File: config.mk
export PLATFORM = sky130hd
export DESIGN_NAME = uart_transmitter
export DESIGN_NICKNAME = d
export VERILOG_FILES = /design/src/rtl/uart_pkg.sv /design/src/rtl/uart_baud_gen.sv /design/src/rtl/uart_transmitter.sv
export SDC_FILE = /design/constraint.sdc
export NUM_CORES = 1
export LEC_CHECK = 0
export CORE_UTILIZATION = 57
export DETAILED_ROUTE_END_ITERATION = 7
export PLACE_DENSITY = 0.81
export SLEW_MARGIN = 20
export SYNTH_ARGS = -nofsm -noshare
export SYNTH_HDL_FRONTEND = slang
export SYNTH_SLANG_ARGS = --single-unit
File: constraint.sdc
create_clock -name clk -period 3.42 [get_ports clk]
set_input_delay 0.342 -clock clk [delete_from_list [all_inputs] [get_ports clk]]
set_output_delay 0.342 -clock clk [all_outputs]
set_load 0.005 [all_outputs]
File: src/rtl/uart_pkg.sv
// Shared UART definitions: FSM state encoding, parity-mode constants and parity helper.
// Used by the transmitter and intended for reuse by the receiver.
package uart_pkg;

    typedef enum logic [2:0] {
        IDLE   = 3'd0,
        START  = 3'd1,
        DATA   = 3'd2,
        PARITY = 3'd3,
        STOP   = 3'd4
    } uart_state_e;

    localparam logic PARITY_EVEN = 1'b0;
    localparam logic PARITY_ODD  = 1'b1;

    localparam int unsigned MAX_DATA_BITS = 9;

    // Parity bit that makes data+parity ones-count even (PARITY_EVEN) or odd (PARITY_ODD).
    function automatic logic parity_bit(input logic [MAX_DATA_BITS-1:0] data, input logic mode);
        return (^data) ^ (mode == PARITY_ODD);
    endfunction

endpackage

File: src/rtl/uart_baud_gen.sv
// Bit-period timer: counts clocks within one bit and flags the last cycle of the period.
// clear restarts the period; the counter also wraps on its own at the end of each period.
module uart_baud_gen
    import uart_pkg::*;
#(
    parameter int unsigned BAUD_CLOCK_CYCLES = 16
) (
    input  logic clk,
    input  logic rst,
    input  logic clear,
    output logic tick
);

    localparam int unsigned CNT_W = (BAUD_CLOCK_CYCLES > 1) ? $clog2(BAUD_CLOCK_CYCLES) : 1;
    localparam logic [CNT_W-1:0] LAST = CNT_W'(BAUD_CLOCK_CYCLES - 1);

    logic [CNT_W-1:0] count;

    always_ff @(posedge clk or posedge rst) begin
        if (rst) begin
            count <= '0;
        end else if (clear || tick) begin
            count <= '0;
        end else begin
            count <= count + CNT_W'(1);
        end
    end

    assign tick = (count == LAST);

endmodule

File: src/rtl/uart_transmitter.sv
// UART transmitter: start bit, LSB-first data, optional parity, 1 or 2 stop bits.
// All outputs are registered; next values are derived from the next FSM state.
module uart_transmitter
    import uart_pkg::*;
#(
    parameter int unsigned CLK_FREQUENCY = 100_000_000,
    parameter int unsigned BAUD_RATE     = 19_200,
    parameter int unsigned NUM_DATA_BITS = 8,
    parameter int unsigned PARITY_EN     = 1,
    parameter int unsigned NUM_STOP_BITS = 1
) (
    input  logic                     clk,
    input  logic                     rst,
    input  logic [NUM_DATA_BITS-1:0] din,
    input  logic                     send,
    input  logic                     parity_mode,
    output logic                     tx_out,
    output logic                     busy,
    output logic                     done
);

    localparam int unsigned BAUD_CLOCK_CYCLES = CLK_FREQUENCY / BAUD_RATE;
    localparam int unsigned IDX_W             = $clog2(NUM_DATA_BITS);
    localparam logic [IDX_W-1:0] LAST_DATA    = IDX_W'(NUM_DATA_BITS - 1);
    localparam logic [IDX_W-1:0] LAST_STOP    = IDX_W'(NUM_STOP_BITS - 1);

    uart_state_e              state, state_next;
    logic [IDX_W-1:0]         bit_idx, bit_idx_next;
    logic [NUM_DATA_BITS-1:0] data_q, data_next;
    logic                     mode_q, mode_next;
    logic                     tx_next, busy_next, done_next;
    logic [NUM_DATA_BITS-1:0] data_shift_c;
    logic                     baud_clear_c;
    logic                     tick;

    // Restart the bit period on every state or bit-index change, and hold it while idle.
    assign baud_clear_c = (state == IDLE) || (state_next != state) || (bit_idx_next != bit_idx);

    uart_baud_gen #(
        .BAUD_CLOCK_CYCLES(BAUD_CLOCK_CYCLES)
    ) u_baud_gen (
        .clk  (clk),
        .rst  (rst),
        .clear(baud_clear_c),
        .tick (tick)
    );

    always_ff @(posedge clk or posedge rst) begin
        if (rst) begin
            state   <= IDLE;
            bit_idx <= '0;
            data_q  <= '0;
            mode_q  <= PARITY_EVEN;
            tx_out  <= 1'b1;
            busy    <= 1'b0;
            done    <= 1'b0;
        end else begin
            state   <= state_next;
            bit_idx <= bit_idx_next;
            data_q  <= data_next;
            mode_q  <= mode_next;
            tx_out  <= tx_next;
            busy    <= busy_next;
            done    <= done_next;
        end
    end

    always_comb begin
        state_next   = state;
        bit_idx_next = bit_idx;
        data_next    = data_q;
        mode_next    = mode_q;
        done_next    = 1'b0;
        tx_next      = 1'b1;

        case (state)
            IDLE: begin
                if (send) begin
                    state_next   = START;
                    bit_idx_next = '0;
                    data_next    = din;
                    mode_next    = parity_mode;
                end
            end
            START: begin
                if (tick) begin
                    state_next   = DATA;
                    bit_idx_next = '0;
                end
            end
            DATA: begin
                if (tick) begin
                    if (bit_idx == LAST_DATA) begin
                        state_next   = (PARITY_EN != 0) ? PARITY : STOP;
                        bit_idx_next = '0;
                    end else begin
                        bit_idx_next = bit_idx + IDX_W'(1);
                    end
                end
            end
            PARITY: begin
                if (tick) begin
                    state_next   = STOP;
                    bit_idx_next = '0;
                end
            end
            STOP: begin
                if (tick) begin
                    if (bit_idx == LAST_STOP) begin
                        state_next   = IDLE;
                        bit_idx_next = '0;
                        done_next    = 1'b1;
                    end else begin
                        bit_idx_next = bit_idx + IDX_W'(1);
                    end
                end
            end
            default: begin
                state_next   = IDLE;
                bit_idx_next = '0;
            end
        endcase

        busy_next    = (state_next != IDLE);
        data_shift_c = data_next >> bit_idx_next;

        // Line level for the cycle that follows this edge.
        case (state_next)
            START:   tx_next = 1'b0;
            DATA:    tx_next = data_shift_c[0];
            PARITY:  tx_next = parity_bit(MAX_DATA_BITS'(data_next), mode_next);
            default: tx_next = 1'b1;
        endcase
    end

endmodule

== Yosys cells after proc, flatten, opt, wreduce, memory -nomap -nowiden ==
Cells that the tools add are included.
Word-level totals
  flip-flop bits (word level): 31
  latch bits: 0
  bits in writable memories: 0
  ROM bits: 0
  input port bits: 12
  output and inout bits: 3
  logic and storage cells: 55
  memories: 0
Cells by class
  add/sub/neg operators: 2
  $mul: 0
  divide/modulo/power cells: 0
  order comparisons: 0
  equal/unequal tests: 11
  shift-type cells: 1
  multiplexer cells: 24
  bitwise logic cells: 1
  reductions and logical operators: 8
Operator list (number)
  $mux W3: 13
  $mux W8: 2
  $pmux W3 S5: 1
  $add A13 B1 Y13 const B: 1
  $eq A13 B13 Y1 const B: 1
  $mux W13: 1
  $eq A3 B2 Y1 const B: 4
  $pmux W3 S4: 1
  $reduce_xor A9 Y1: 1
  $shr A8 B3 Y1: 1
  $eq A3 B1 Y1 const B: 2
  $eq A3 B3 Y1 const B: 2
  $logic_not A3 Y1: 2
  $ne A3 B3 Y1: 2
  $mux W1: 5
  $add A3 B1 Y3 const B: 1
  $logic_or A1 B1 Y1: 3
  $pmux W1 S3: 1
  $reduce_bool A3 Y1: 1
  $reduce_or A2 Y1: 1
  $xor A1 B1 Y1: 1

== Depth between registers and ports, before layout ==
  depth after elaboration: 9
  depth in mapped cells: 10

== Modules after synthesis ==
A second synthesis with hierarchy kept.
Second synthesis, totals
  cell total of the unflattened synthesis: 169
  area total of the unflattened synthesis: 1843.0 um2
Modules (own cells, without submodules)
  uart_transmitter: instances 1, cells each 104, area an instance 1187.4 um2
  uart_baud_gen: instances 1, cells each 65, area an instance 655.6 um2

== Least setup slack after synthesis ==
Ideal clock, no wire load.
  kind: reg2reg
  from: register u_baud_gen.count[0]
  to: register tx_out
  setup time: 0.079 ns
  arrival time: 2.513 ns
  setup slack: 0.828 ns
  stages on the path, launching flop included: 11
  path buffers: 2
  period minus slack after synthesis: 2.592 ns
  cells stage by stage: dfrtp_1 ha_1 or4bb_1 or3_1 buf_6 a2111oi_4 or2_1 buf_6 mux2i_1 o21bai_1 o211a_1
Between the ends
  cells in the longest elaborated chain, start to end: 5
RTL lines
  start, declared: RTL line uart_baud_gen.sv:17  | logic [CNT_W-1:0] count;
  start signal, assigned: RTL line uart_baud_gen.sv:25  | count <= count + CNT_W'(1);
  $eq A13 B13 Y1 (*): RTL line uart_baud_gen.sv:29  | assign tick = (count == LAST);
  $mux W3, on equally long branches
  $pmux W3 S4 (*): RTL line uart_transmitter.sv:76  | case (state)
  via bit_idx_next[0]: RTL line uart_transmitter.sv:28  | logic [IDX_W-1:0] bit_idx, bit_idx_next;
  $shr A8 B3 Y1 (*): RTL line uart_transmitter.sv:125  | data_shift_c = data_next >> bit_idx_next;
  $pmux W1 S3 (*): RTL line uart_transmitter.sv:128  | case (state_next)
  via tx_next: RTL line uart_transmitter.sv:31  | logic tx_next, busy_next, done_next;
  end signal, assigned: RTL line uart_transmitter.sv:62  | tx_out <= tx_next;
  end, declared: RTL line uart_transmitter.sv:17  | output logic tx_out,
Mark *: on every way through the listed nets, which the timed path passes. The rest lies on a longest branch.

== Worst setup path in the final report ==
  from: register u_baud_gen.count[0]
  to: register tx_out
Between the ends
  cells in the longest elaborated chain, start to end: 5
RTL lines (RTL line)
  $eq A13 B13 Y1 (*): uart_baud_gen.sv:29
  $mux W3, on equally long branches
  $pmux W3 S4 or $pmux W3 S5 (tied branches): uart_transmitter.sv:76
  $shr A8 B3 Y1, or another cell as far along: uart_transmitter.sv:125
  $pmux W1 S3 (*): uart_transmitter.sv:128
  via tx_next: uart_transmitter.sv:31
Marks and branches as above.

==> run summary <==
Yosys Warn Count -> 0
Die X -> 57.10 um
P per Cell Area -> 456.4 nW/um^2
area share of the largest cell type after synthesis -> 43.38%
hold path start -> u_baud_gen.count[0]
first-pass GRT wire length -> 5554 um
CTS Buf Count -> 5
largest area contributor in the netlist -> dfrtp_1
Final Setup Violations -> 0
internal power -> 0.6287 mW
Async SR Flop Fraction -> 100.0%
largest family of logic cells by synthesized area -> simple AND/OR/NAND/NOR gates
Data arrival, critical path -> 3.06 ns
area grow syn2layout -> 12.58%
register area -> 777.0 um^2
hold depth -> 1
Final Worst Setup Slack -> 0.6496 ns
FF-to-FF Start -> u_baud_gen.count[0]
layout cell share with drive strength beyond 1 -> 11.48%
FILL cells -> 208
port bufs -> 14
Req. time, crit path -> 3.71 ns
EDFF count, synth -> 0
largest net degree at the start of global routing -> 26
wire length per cell -> 14.91 um
CTS resizes -> 0
die height -> 57.10 um
Peak VDD IR -> 370.1 uV
die area -> 3260 um^2
Final #Nets -> 198
vias in the first global route -> 1275
Pins Over Slew Limit -> 0
drt drc -> 2
Multi-input gate area -> 883.3 um^2
Final Hold Viols -> 0
Startpoint Class -> flop
Hold Path Class -> reg2reg
commonest non-fill, non-tap cell in the layout -> dfrtp_1
Post-Syn Nets -> 182
Min-Delay Endpoint -> u_baud_gen.count[0]
routed vias -> 1214
part of the power in registers -> 52.4%
register area share after synthesis -> 44.90%
Cells after Synth -> 166
net switching power -> 0.2604 mW
Adder-Cell Fraction of Synth Area -> 2.892%
Min Clock Period, post-route -> 2.770 ns
Crit Path Class -> reg2reg
gr usage total -> 22.75%
Initial DRT Pass Iterations -> 6
clock power share -> 25.4%
RSZ-0062 raised after global routing -> no
endpoint type of the worst setup path -> flop
Synth Area in Compound Gates -> 9.834%
CTS tree -> built
slew margin rel. -> 39.46%
Simple-Gate Fraction of Synth Area -> 17.93%
Hold Worst Slack -> 0.4828 ns
Clock Path Buffers -> 2
failing checks -> DRC
sw frac -> 29.28%
Reg2Reg Setup Slack -> 0.65 ns
Placed Area -> 1888 um^2
final WL -> 3190 um
ys flop type -> dfrtp_1
initial antenna violation count -> 0
Worst-Margin Slew -> 0.9071 ns
Initial DRC Count -> 45
Max Cap Viol -> 0
clock root buffer -> clkbuf_4
final core utilization -> 69.45%
RD Place Congestion -> 0.9067
via/cell ratio -> 5.673
Skew-Pair Late Insertion Delay -> 0.34 ns
Critical Path Fanout Max -> 6
initial core utilization -> 61.69%
Post-Syn Area -> 1730 um^2
R2R Path End -> tx_out
GR Overflow Total -> 0
Setup Skew -> 0.01821 ns
most frequent cells in the layout -> dfrtp_1 (30), nor2_1 (18), xnor2_1 (15)
mux cell area share after synthesis -> 8.098%
Avg Cell Area, Syn -> 10.42 um^2
setup TNS -> 0 ns
Synth Area in XOR/XNOR -> 11.93%
Combinational Power Share -> 22.2%
outcome -> complete, but fails checks
Yosys reg bits -> 31
CTS H-Tree Depth -> 2
clock sinks -> 31
diode count -> 0
Reg2Reg Depth -> 8
largest cells by area after synthesis -> dfrtp_1 (43%), xnor2_1 (7.6%), mux2_2 (5.2%)
HPWL Detailed -> 2386 um
dpl ws -> 0.6014 ns
Pleak -> 0.8539 nW
I/O pins -> 15
fin crit share -> 81.01%
highest clock rate -> 361.0 MHz
number of setup buffers added after CTS -> 0
Netlist cell types -> 43
# rows -> 19
clk slew on worst S/H paths -> 0.10 ns
Post-CTS Hold Fix Bufs -> 0
Final ANT Viol Nets -> 0
Final Instance Area -> 1948 um^2
core footprint -> 2805 um^2
[synth_stat cells, types with 2 or more instances]
library cell,n
dfrtp_1,30
nor2_1,18
xnor2_1,15
inv_1,9
mux2_2,8
o21ai_0,7
and3_1,6
nand2_1,6
xor2_1,6
mux2i_1,5
clkbuf_1,4
ha_1,4
nand3_1,4
nor2b_1,4
or3_1,4
nand2b_1,3
nor3_1,3
a21oi_1,2
and2_1,2
buf_6,2
o21bai_1,2
[critical path, stage by stage, from the launching register on]
cell	delay, ns
dfrtp_1	0.38
ha_1	0.22
or4bb_1	0.50
nor3_1	0.61
a211oi_1	0.16
a31oi_1	0.37
o211ai_1	0.17
o2111ai_1	0.15
o211a_1	0.19
[cells by family after synthesis]
group,after synthesis
xor gates and xnor gates,22
AOI/OAI and AO/OA,22
buffers and inverters,16
DFF,31
adders and majority gates,4
muxes,13
and+or+nand+nor,58
[power groups by stage]
stage / Sequential [mW] / Combinational, mW / Clock, mW
4_1_cts: 0.465 / 0.201 / 0.230
3_3_place_gp: 0.468 / 0.190 / 0
6_report: 0.466 / 0.197 / 0.226
5_1_grt: 0.473 / 0.221 / 0.247
2_1_floorplan: 0.460 / 0.155 / 0
3_5_place_dp: 0.471 / 0.200 / 0
[layout make-up]
cell class	instances	area share, %
tap	31	1.991
sequential	31	39.88
inverter	9	1.734
clock buffer	7	2.826
timing repair buffer	16	7.964
clock inverter	1	0.2569
multi-input combinational	119	45.34
[state kept, by name, summed over array words and instances (netlist names)]
signal / flops
u_baud_gen.count: 13
data_q: 8
bit_idx: 3
state: 3
busy: 1
done: 1
mode_q: 1
tx_out: 1
[how the worst max path moves through the flow]
stage / start / endpoint / cells after the start
5_1_grt: u_baud_gen.count[0] / tx_out / 8
4_1_cts: u_baud_gen.count[0] / tx_out / 8
6_report: u_baud_gen.count[0] / tx_out / 8
3_5_place_dp: send / tx_out / 9
3_3_place_gp: send / tx_out / 9
2_1_floorplan: u_baud_gen.count[0] / tx_out / 10
[metrics by stage]
stage               cells  total power [mW]
detailed placement    206            0.6717
floorplan             166            0.6149
global route          214            0.9410
global placement      206            0.6582
CTS                   214            0.8966
finish                214            0.8891
[routing by layer]
metal  track usage [%]  wire, um  part of all wire, %  up-vias
met5                 0         0                    0        -
met4             11.50        93                  2.9        0
met3             5.442       110                  3.4       11
met2             37.48      1565                   49       22
met1             28.02      1421                   45      576
li1                  -         -                    -      605
(Power assumes the default switching activity.)
